### src/rtl/rx_arb_if.sv
// Bundle between the RX PHY channels, the arbiter and the RX FIFO write port.
// master: the arbiter (drives pops and FIFO writes).
// slave : the channel/FIFO side (drives requests, show-ahead data, almost-full).
// Handshake: a channel holds ch_req high while it has an unread complete report
// and presents its current word on ch_dat; a high ch_rd bit in a cycle pops that
// word and the channel shows the next word from the following cycle. rx_vld is a
// write strobe with no back-pressure; room is guaranteed up front by checking
// rx_almost_full before a report is admitted.
interface rx_arb_if #(
  parameter int PHY_NUM = 32
);
  logic [PHY_NUM-1:0]    ch_req;
  logic [32*PHY_NUM-1:0] ch_dat;
  logic [PHY_NUM-1:0]    ch_rd;
  logic                  rx_almost_full;
  logic                  rx_vld;
  logic [31:0]           rx_dat;

  modport master (
    input  ch_req, ch_dat, rx_almost_full,
    output ch_rd, rx_vld, rx_dat
  );

  modport slave (
    output ch_req, ch_dat, rx_almost_full,
    input  ch_rd, rx_vld, rx_dat
  );
endinterface

### src/rtl/rx_arb.sv
// Round-robin scheduler sharing the single RX FIFO write port between the RX PHY
// channels. A report (header word plus RPT_LEN payload words) is admitted only
// when the FIFO has room for all of it, so reports are never split.
module rx_arb #(
  parameter int PHY_NUM = 32,
  parameter int RPT_LEN = 8,
  parameter int IDX_W   = 5
) (
  input  logic               clk,
  input  logic               rst,
  rx_arb_if.master           bus,
  input  logic [PHY_NUM-1:0] reg_mask_i,
  output logic [PHY_NUM-1:0] grant_o,
  output logic               busy_o,
  output logic [15:0]        seq_o,
  output logic               err_o,
  output logic [1:0]         state_o
);

  typedef enum logic [1:0] {
    IDLE = 2'd0,
    HDR  = 2'd1,
    XFER = 2'd2,
    DONE = 2'd3
  } state_t;

  state_t             state_q;
  logic [IDX_W-1:0]   ptr_q;
  logic [PHY_NUM-1:0] grant_q;
  logic               rx_vld_q;
  logic [31:0]        rx_dat_q;
  logic [7:0]         cnt_q;
  logic [15:0]        seq_q;
  logic               err_q;

  logic [PHY_NUM-1:0] eligible;
  logic [IDX_W-1:0]   ptr_d;
  logic [IDX_W:0]     cand;
  logic [PHY_NUM-1:0] grant_d;
  logic [31:0]        sel_dat;
  logic               req_ok;
  logic [4:0]         hdr_idx;

  // Winner search: scan ptr+PHY_NUM down to ptr+1 so the nearest eligible
  // channel after the last winner is the one left in ptr_d.
  always_comb begin
    eligible = bus.ch_req & ~reg_mask_i;
    ptr_d    = ptr_q;
    cand     = '0;
    for (int k = PHY_NUM; k >= 1; k--) begin
      cand = {1'b0, ptr_q} + (IDX_W+1)'(k);
      if (cand >= (IDX_W+1)'(PHY_NUM)) begin
        cand = cand - (IDX_W+1)'(PHY_NUM);
      end
      if (eligible[cand[IDX_W-1:0]]) begin
        ptr_d = cand[IDX_W-1:0];
      end
    end
    grant_d = PHY_NUM'(1) << ptr_d;
  end

  // Data mux of the granted channel plus its request level for error tracking.
  always_comb begin
    sel_dat = '0;
    for (int i = 0; i < PHY_NUM; i++) begin
      if (grant_q[i]) begin
        sel_dat = sel_dat | bus.ch_dat[32*i +: 32];
      end
    end
    req_ok  = |(bus.ch_req & grant_q);
    hdr_idx = 5'(ptr_q);
  end

  // Report FSM: IDLE arbitrates, HDR writes the header, XFER drains the
  // payload, DONE closes the report and bumps the sequence number.
  always_ff @(posedge clk) begin
    if (rst) begin
      state_q  <= IDLE;
      ptr_q    <= IDX_W'(PHY_NUM-1);
      grant_q  <= '0;
      rx_vld_q <= 1'b0;
      rx_dat_q <= '0;
      cnt_q    <= '0;
      seq_q    <= '0;
      err_q    <= 1'b0;
    end else begin
      rx_vld_q <= 1'b0;
      case (state_q)
        IDLE: begin
          if ((|eligible) && !bus.rx_almost_full) begin
            state_q <= HDR;
            grant_q <= grant_d;
            ptr_q   <= ptr_d;
          end
        end
        HDR: begin
          rx_vld_q <= 1'b1;
          rx_dat_q <= {8'hA5, 3'b000, hdr_idx, seq_q};
          cnt_q    <= '0;
          state_q  <= XFER;
        end
        XFER: begin
          rx_vld_q <= 1'b1;
          rx_dat_q <= sel_dat;
          cnt_q    <= cnt_q + 8'd1;
          if (!req_ok) begin
            err_q <= 1'b1;
          end
          if (cnt_q == 8'(RPT_LEN-1)) begin
            state_q <= DONE;
          end
        end
        DONE: begin
          grant_q <= '0;
          seq_q   <= seq_q + 16'd1;
          state_q <= IDLE;
        end
        default: state_q <= IDLE;
      endcase
    end
  end

  // The pop strobe follows the grant only while payload is being drained.
  assign bus.ch_rd  = (state_q == XFER) ? grant_q : '0;
  assign bus.rx_vld = rx_vld_q;
  assign bus.rx_dat = rx_dat_q;
  assign grant_o    = grant_q;
  assign busy_o     = (state_q != IDLE);
  assign seq_o      = seq_q;
  assign err_o      = err_q;
  assign state_o    = state_q;

endmodule

### src/flat_wrapper.sv
// flat-port wrapper written by rule: the top's interface ports become plain ports
module rx_arb_flat 
#(
  parameter int PHY_NUM = 32,
  parameter int RPT_LEN = 8,
  parameter int IDX_W   = 5
)
  (clk, rst, reg_mask_i, grant_o, busy_o, seq_o, err_o, state_o, bus_ch_req, bus_ch_dat, bus_rx_almost_full, bus_ch_rd, bus_rx_vld, bus_rx_dat);
  rx_arb_if #(.PHY_NUM(PHY_NUM)) bus_i ();
  input  logic clk;
  input  logic rst;
  input  logic [PHY_NUM-1:0] reg_mask_i;
  output logic [PHY_NUM-1:0] grant_o;
  output logic busy_o;
  output logic [15:0] seq_o;
  output logic err_o;
  output logic [1:0] state_o;
  input wire logic [$bits(bus_i.ch_req)-1:0] bus_ch_req;
  input wire logic [$bits(bus_i.ch_dat)-1:0] bus_ch_dat;
  input wire logic [$bits(bus_i.rx_almost_full)-1:0] bus_rx_almost_full;
  output wire logic [$bits(bus_i.ch_rd)-1:0] bus_ch_rd;
  output wire logic [$bits(bus_i.rx_vld)-1:0] bus_rx_vld;
  output wire logic [$bits(bus_i.rx_dat)-1:0] bus_rx_dat;
  assign bus_i.ch_req = bus_ch_req;
  assign bus_i.ch_dat = bus_ch_dat;
  assign bus_i.rx_almost_full = bus_rx_almost_full;
  assign bus_ch_rd = bus_i.ch_rd;
  assign bus_rx_vld = bus_i.rx_vld;
  assign bus_rx_dat = bus_i.rx_dat;
  rx_arb #(.PHY_NUM(PHY_NUM), .RPT_LEN(RPT_LEN), .IDX_W(IDX_W)) u_core (.clk(clk), .rst(rst), .bus(bus_i), .reg_mask_i(reg_mask_i), .grant_o(grant_o), .busy_o(busy_o), .seq_o(seq_o), .err_o(err_o), .state_o(state_o));
endmodule
### config.mk
export PLATFORM = sky130hd
export DESIGN_NAME = rx_arb_flat
export DESIGN_NICKNAME = d
export VERILOG_FILES = /design/src/rtl/rx_arb_if.sv /design/src/rtl/rx_arb.sv /design/src/flat_wrapper.sv
export SDC_FILE = /design/constraint.sdc
export NUM_CORES = 1
export LEC_CHECK = 0
export CORE_AREA = 2 2 466 468
export CTS_CLUSTER_SIZE = 28
export DETAILED_ROUTE_END_ITERATION = 10
export DIE_AREA = 0 0 468 470
export PLACE_DENSITY = 0.39
export SYNTH_ARGS = -nofsm -noshare
export SYNTH_HDL_FRONTEND = slang
export SYNTH_SLANG_ARGS = --single-unit
### constraint.sdc
create_clock -name clk -period 5.7 [get_ports clk]
set_clock_uncertainty 0.15 [all_clocks]
set_input_delay 1.14 -clock clk [delete_from_list [all_inputs] [get_ports clk]]
set_output_delay 1.14 -clock clk [all_outputs]
set_load 0.005 [all_outputs]
==> flow_metrics.env <==
export IMPL_status="finished clean"
export IMPL_ys_seq_area_share_pct=11.4
export IMPL_slowest_delay_ps=620
export IMPL_cpMostUsedCell="buf_4"
export IMPL_numCtsBuffers=9
export IMPL_netlist_instances=2149
export IMPL_worstPathCellList="clkdlybuf4s50_1, nor3b_1, nand4b_1, or4b_1, buf_4, mux4_2, mux2i_1, a221o_1, nor4_2, buf_4, o311a_2, o21ba_2, nand3b_2, o31ai_1"
export IMPL_die_height_um=470
export IMPL_setup_viol=0
export IMPL_final_core_util_pct=16.4
export IMPL_track_usage_pct=27.4
export IMPL_path_buf_inv=3
export IMPL_ir_drop_mv=0.375
export IMPL_io_buffers=1207
export IMPL_first_pass_iters=6
export IMPL_core_um2=216000
export IMPL_maxSlewHeadroom_pct=11.4
export IMPL_arrival_ps=5780
export IMPL_drive_gt1_share_pct=15.9
export IMPL_power_frac_seq_pct=10.5
export IMPL_synthSimpleGateAreaFrac_pct=21.5
export IMPL_rsz0062_at_grt="no"
export IMPL_synth_seq_cells=97
export IMPL_pin_count=1208
export IMPL_fin_nets=4602
export IMPL_path_max_fanout=8
export IMPL_grt_pass1_wl_mm=376
export IMPL_clockPowerShare_pct=3.6
export IMPL_switchingPower_w=0.0121
export IMPL_clock_latency_ps=410
export IMPL_antenna_found_initial=289
export IMPL_area_growth_pct=106
export IMPL_synthesis_area_um2=17100
export IMPL_fin_area_um2=35300
export IMPL_syn_nets=3258
export IMPL_worst_setup_path_end_kind="flop"
export IMPL_synthTopCellsByArea="dfxtp_1 11%, a22oi_1 10%, mux4_2 10%"
export IMPL_required_ps=5870
export IMPL_grt_max_degree=84
export IMPL_comb_power_share_pct=85.8
export IMPL_min_period_over_period_pct=98.3
export IMPL_vias=29200
export IMPL_die_area_um2=220000
export IMPL_path_class="input pin to flop"
export IMPL_cellPowerDensity_nw_per_um2=553
export IMPL_yosysTopAreaCell="dfxtp_1"
export IMPL_drc=0
export IMPL_postCtsHoldBufs=0
export IMPL_synthAdderAreaFrac_pct=1.32
export IMPL_via_per_inst=4.52
export IMPL_synth_edf_count=0
export IMPL_synthTopCellsByCount="235 x a22oi_1, 167 x clkbuf_1, 167 x nand2_1"
export IMPL_dpl_cell_area_um2=34700
export IMPL_fmax_mhz=178
export IMPL_internal_power_w=0.00745
export IMPL_start_util_pct=7.93
export IMPL_die_w_um=468
export IMPL_clk_path_buf_depth=2
export IMPL_final_min_clock_period_ps=5600
export IMPL_wl_per_cell_um=48.4
export IMPL_postRouteAntennaNets=0
export IMPL_synth_most_common_cell="a22oi_1"
export IMPL_post_cts_buffers=0
export IMPL_cts_htree_levels=3
export IMPL_yosys_most_used_dff="dfxtp_1"
export IMPL_cp_slowest_cell="clkdlybuf4s50_1"
export IMPL_start_kind="input pin"
export IMPL_rows=171
export IMPL_synth_compound_area_share_pct=40.8
export IMPL_synth_cell_type_count=116
export IMPL_synthMuxAreaShare_pct=15.7
export IMPL_power_w=0.0195
export IMPL_wl_mm=313
export IMPL_syn_avg_cell_area_um2=7.96
export IMPL_first_global_vias=28100
export IMPL_worstMarginPinSlew_ps=1330
export IMPL_grt_overflow_total=0
export IMPL_drt_iter0_markers=3468
export IMPL_slew_viol_final=0
export IMPL_place_gp_congestion=0.959
export IMPL_whs_ps=321
export IMPL_max_cap_violations=0
export IMPL_yosys_warnings=0
export IMPL_synth_xor_area_share_pct=3.09
export IMPL_synth_top_area_share_pct=11.4
export IMPL_clkSinkCount=97
export IMPL_final_hold_viol_count=0
export IMPL_sw_frac_of_total_pct=61.8
export IMPL_path_delay_family="simple AND/OR/NAND/NOR gates"
export IMPL_leakagePower_nw=11.7
export IMPL_path_clk_slew_ps=90
export IMPL_synth_top_family_by_area="compound AO/OA/AOI/OAI gates"
export IMPL_setup_tns_ps=0
export IMPL_synth_async_reset_ratio_pct=0
export IMPL_hold_path_class="flop to flop"
export IMPL_cts_tree="yes"
export IMPL_root_buffer="clkbuf_16"
export IMPL_dp_hpwl_mm=269
-- state kept, by name, indices dropped and copies added (netlist names) --
signal             flops
u_core.hdr_idx         5
u_core.grant_o        32
u_core.seq_o          16
u_core.bus.rx_vld      1
u_core.bus.rx_dat     32
u_core.err_o           1
u_core.cnt_q           8
u_core.state_o         2
-- cells in the final DEF (no fill, tap or decap), types with 16 or more instances in the layout --
cell and instances:
buf_4 336, a22o_1 126, xnor2_1 32, nand3_1 85
xor2_1 17, dfxtp_4 33, o21ai_0 43, and2_1 45
a211oi_1 18, clkdlybuf4s50_1 1206, a221oi_1 125, nand2_1 167
o221ai_1 24, nor3_1 25, nor2b_1 38, o211ai_1 16
diode_2 115, mux2i_1 62, dfxtp_1 62, a21oi_1 86
nand2b_1 40, o31ai_1 21, ha_1 16, a22oi_1 235
mux4_2 77, nand4_1 83, o22ai_1 18, a222oi_1 28
nor2_1 111
-- worst min-delay path: cells and delay by family, from the launching register on --
kind | cells | cell delay, ps
flops | 1 | 320
compound gates | 1 | 60
simple gates | 1 | 60
-- per-layer routing --
layer | vias up | routed length (µm) | part of all wire [%] | GRT usage, %
li1 | 11700 | - | - | -
met1 | 14700 | 119000 | 38 | 31.3
met2 | 2094 | 149000 | 48 | 46.4
met3 | 650 | 24300 | 7.8 | 6.98
met4 | 92 | 19900 | 6.4 | 14.5
met5 | - | 603 | 0.19 | 0
-- cell families (layout without fill, tap and decap cells) --
logic type / count (synthesis) / count (layout)
compound gates: 883 / 883
flops: 97 / 97
xor+xnor: 53 / 53
other cells: 0 / 115
mux: 162 / 162
simple gates: 695 / 695
fa+ha+maj: 18 / 18
buf+inv: 241 / 1590
-- metrics by stage --
step           cells  worst slack (ps)
4_1_cts         6352              22.4
2_1_floorplan   2149               306
3_5_place_dp    6336              -401
6_report        6467              97.4
5_1_grt         6433              3.28
3_3_place_gp    6336              -475
-- power groups by stage --
stage,clock network (W),logic [W],registers (W)
floorplan,0,0.00737,0.000916
global placement,0,0.0168,0.00212
detailed placement,0,0.0167,0.00211
CTS,0.000748,0.0168,0.00210
global route,0.000758,0.0174,0.00205
finish,0.000709,0.0167,0.00205
-- path summary, 6_finish.rpt --
path              cells past startpoint                          startpoint                                 end  slack [ps]
setup / recovery                     14                      reg_mask_i[11]      u_core.grant_o[5]$_SDFFE_PP0P_         100
hold / removal                        2  u_core.bus.rx_dat[18]$_SDFFE_PP0P_  u_core.bus.rx_dat[18]$_SDFFE_PP0P_         320
setup reg to reg                     16      u_core.hdr_idx[1]$_SDFFE_PP1P_      u_core.grant_o[5]$_SDFFE_PP0P_         420
hold reg to reg                       2  u_core.bus.rx_dat[18]$_SDFFE_PP0P_  u_core.bus.rx_dat[18]$_SDFFE_PP0P_         320
-- cell type report --
cell class                      instances  area, µm²
Fill cell                           24700     180000
Timing Repair Buffer                 1554      14800
Multi-Input combinational cell       1811      14100
Tap cell                             2854       3570
Sequential cell                        97       2070
Antenna cell                          115        288
Clock buffer                            9        225
Inverter                               20       75.1
Clock inverter                          7       72.6
-- timing repair --
action                                  CTS  global route
endpoints found under the hold margin     0             0
endpoints found under the setup margin    0             8
resized for setup                         0             2
Note: power is estimated with default switching activity, not from simulation.
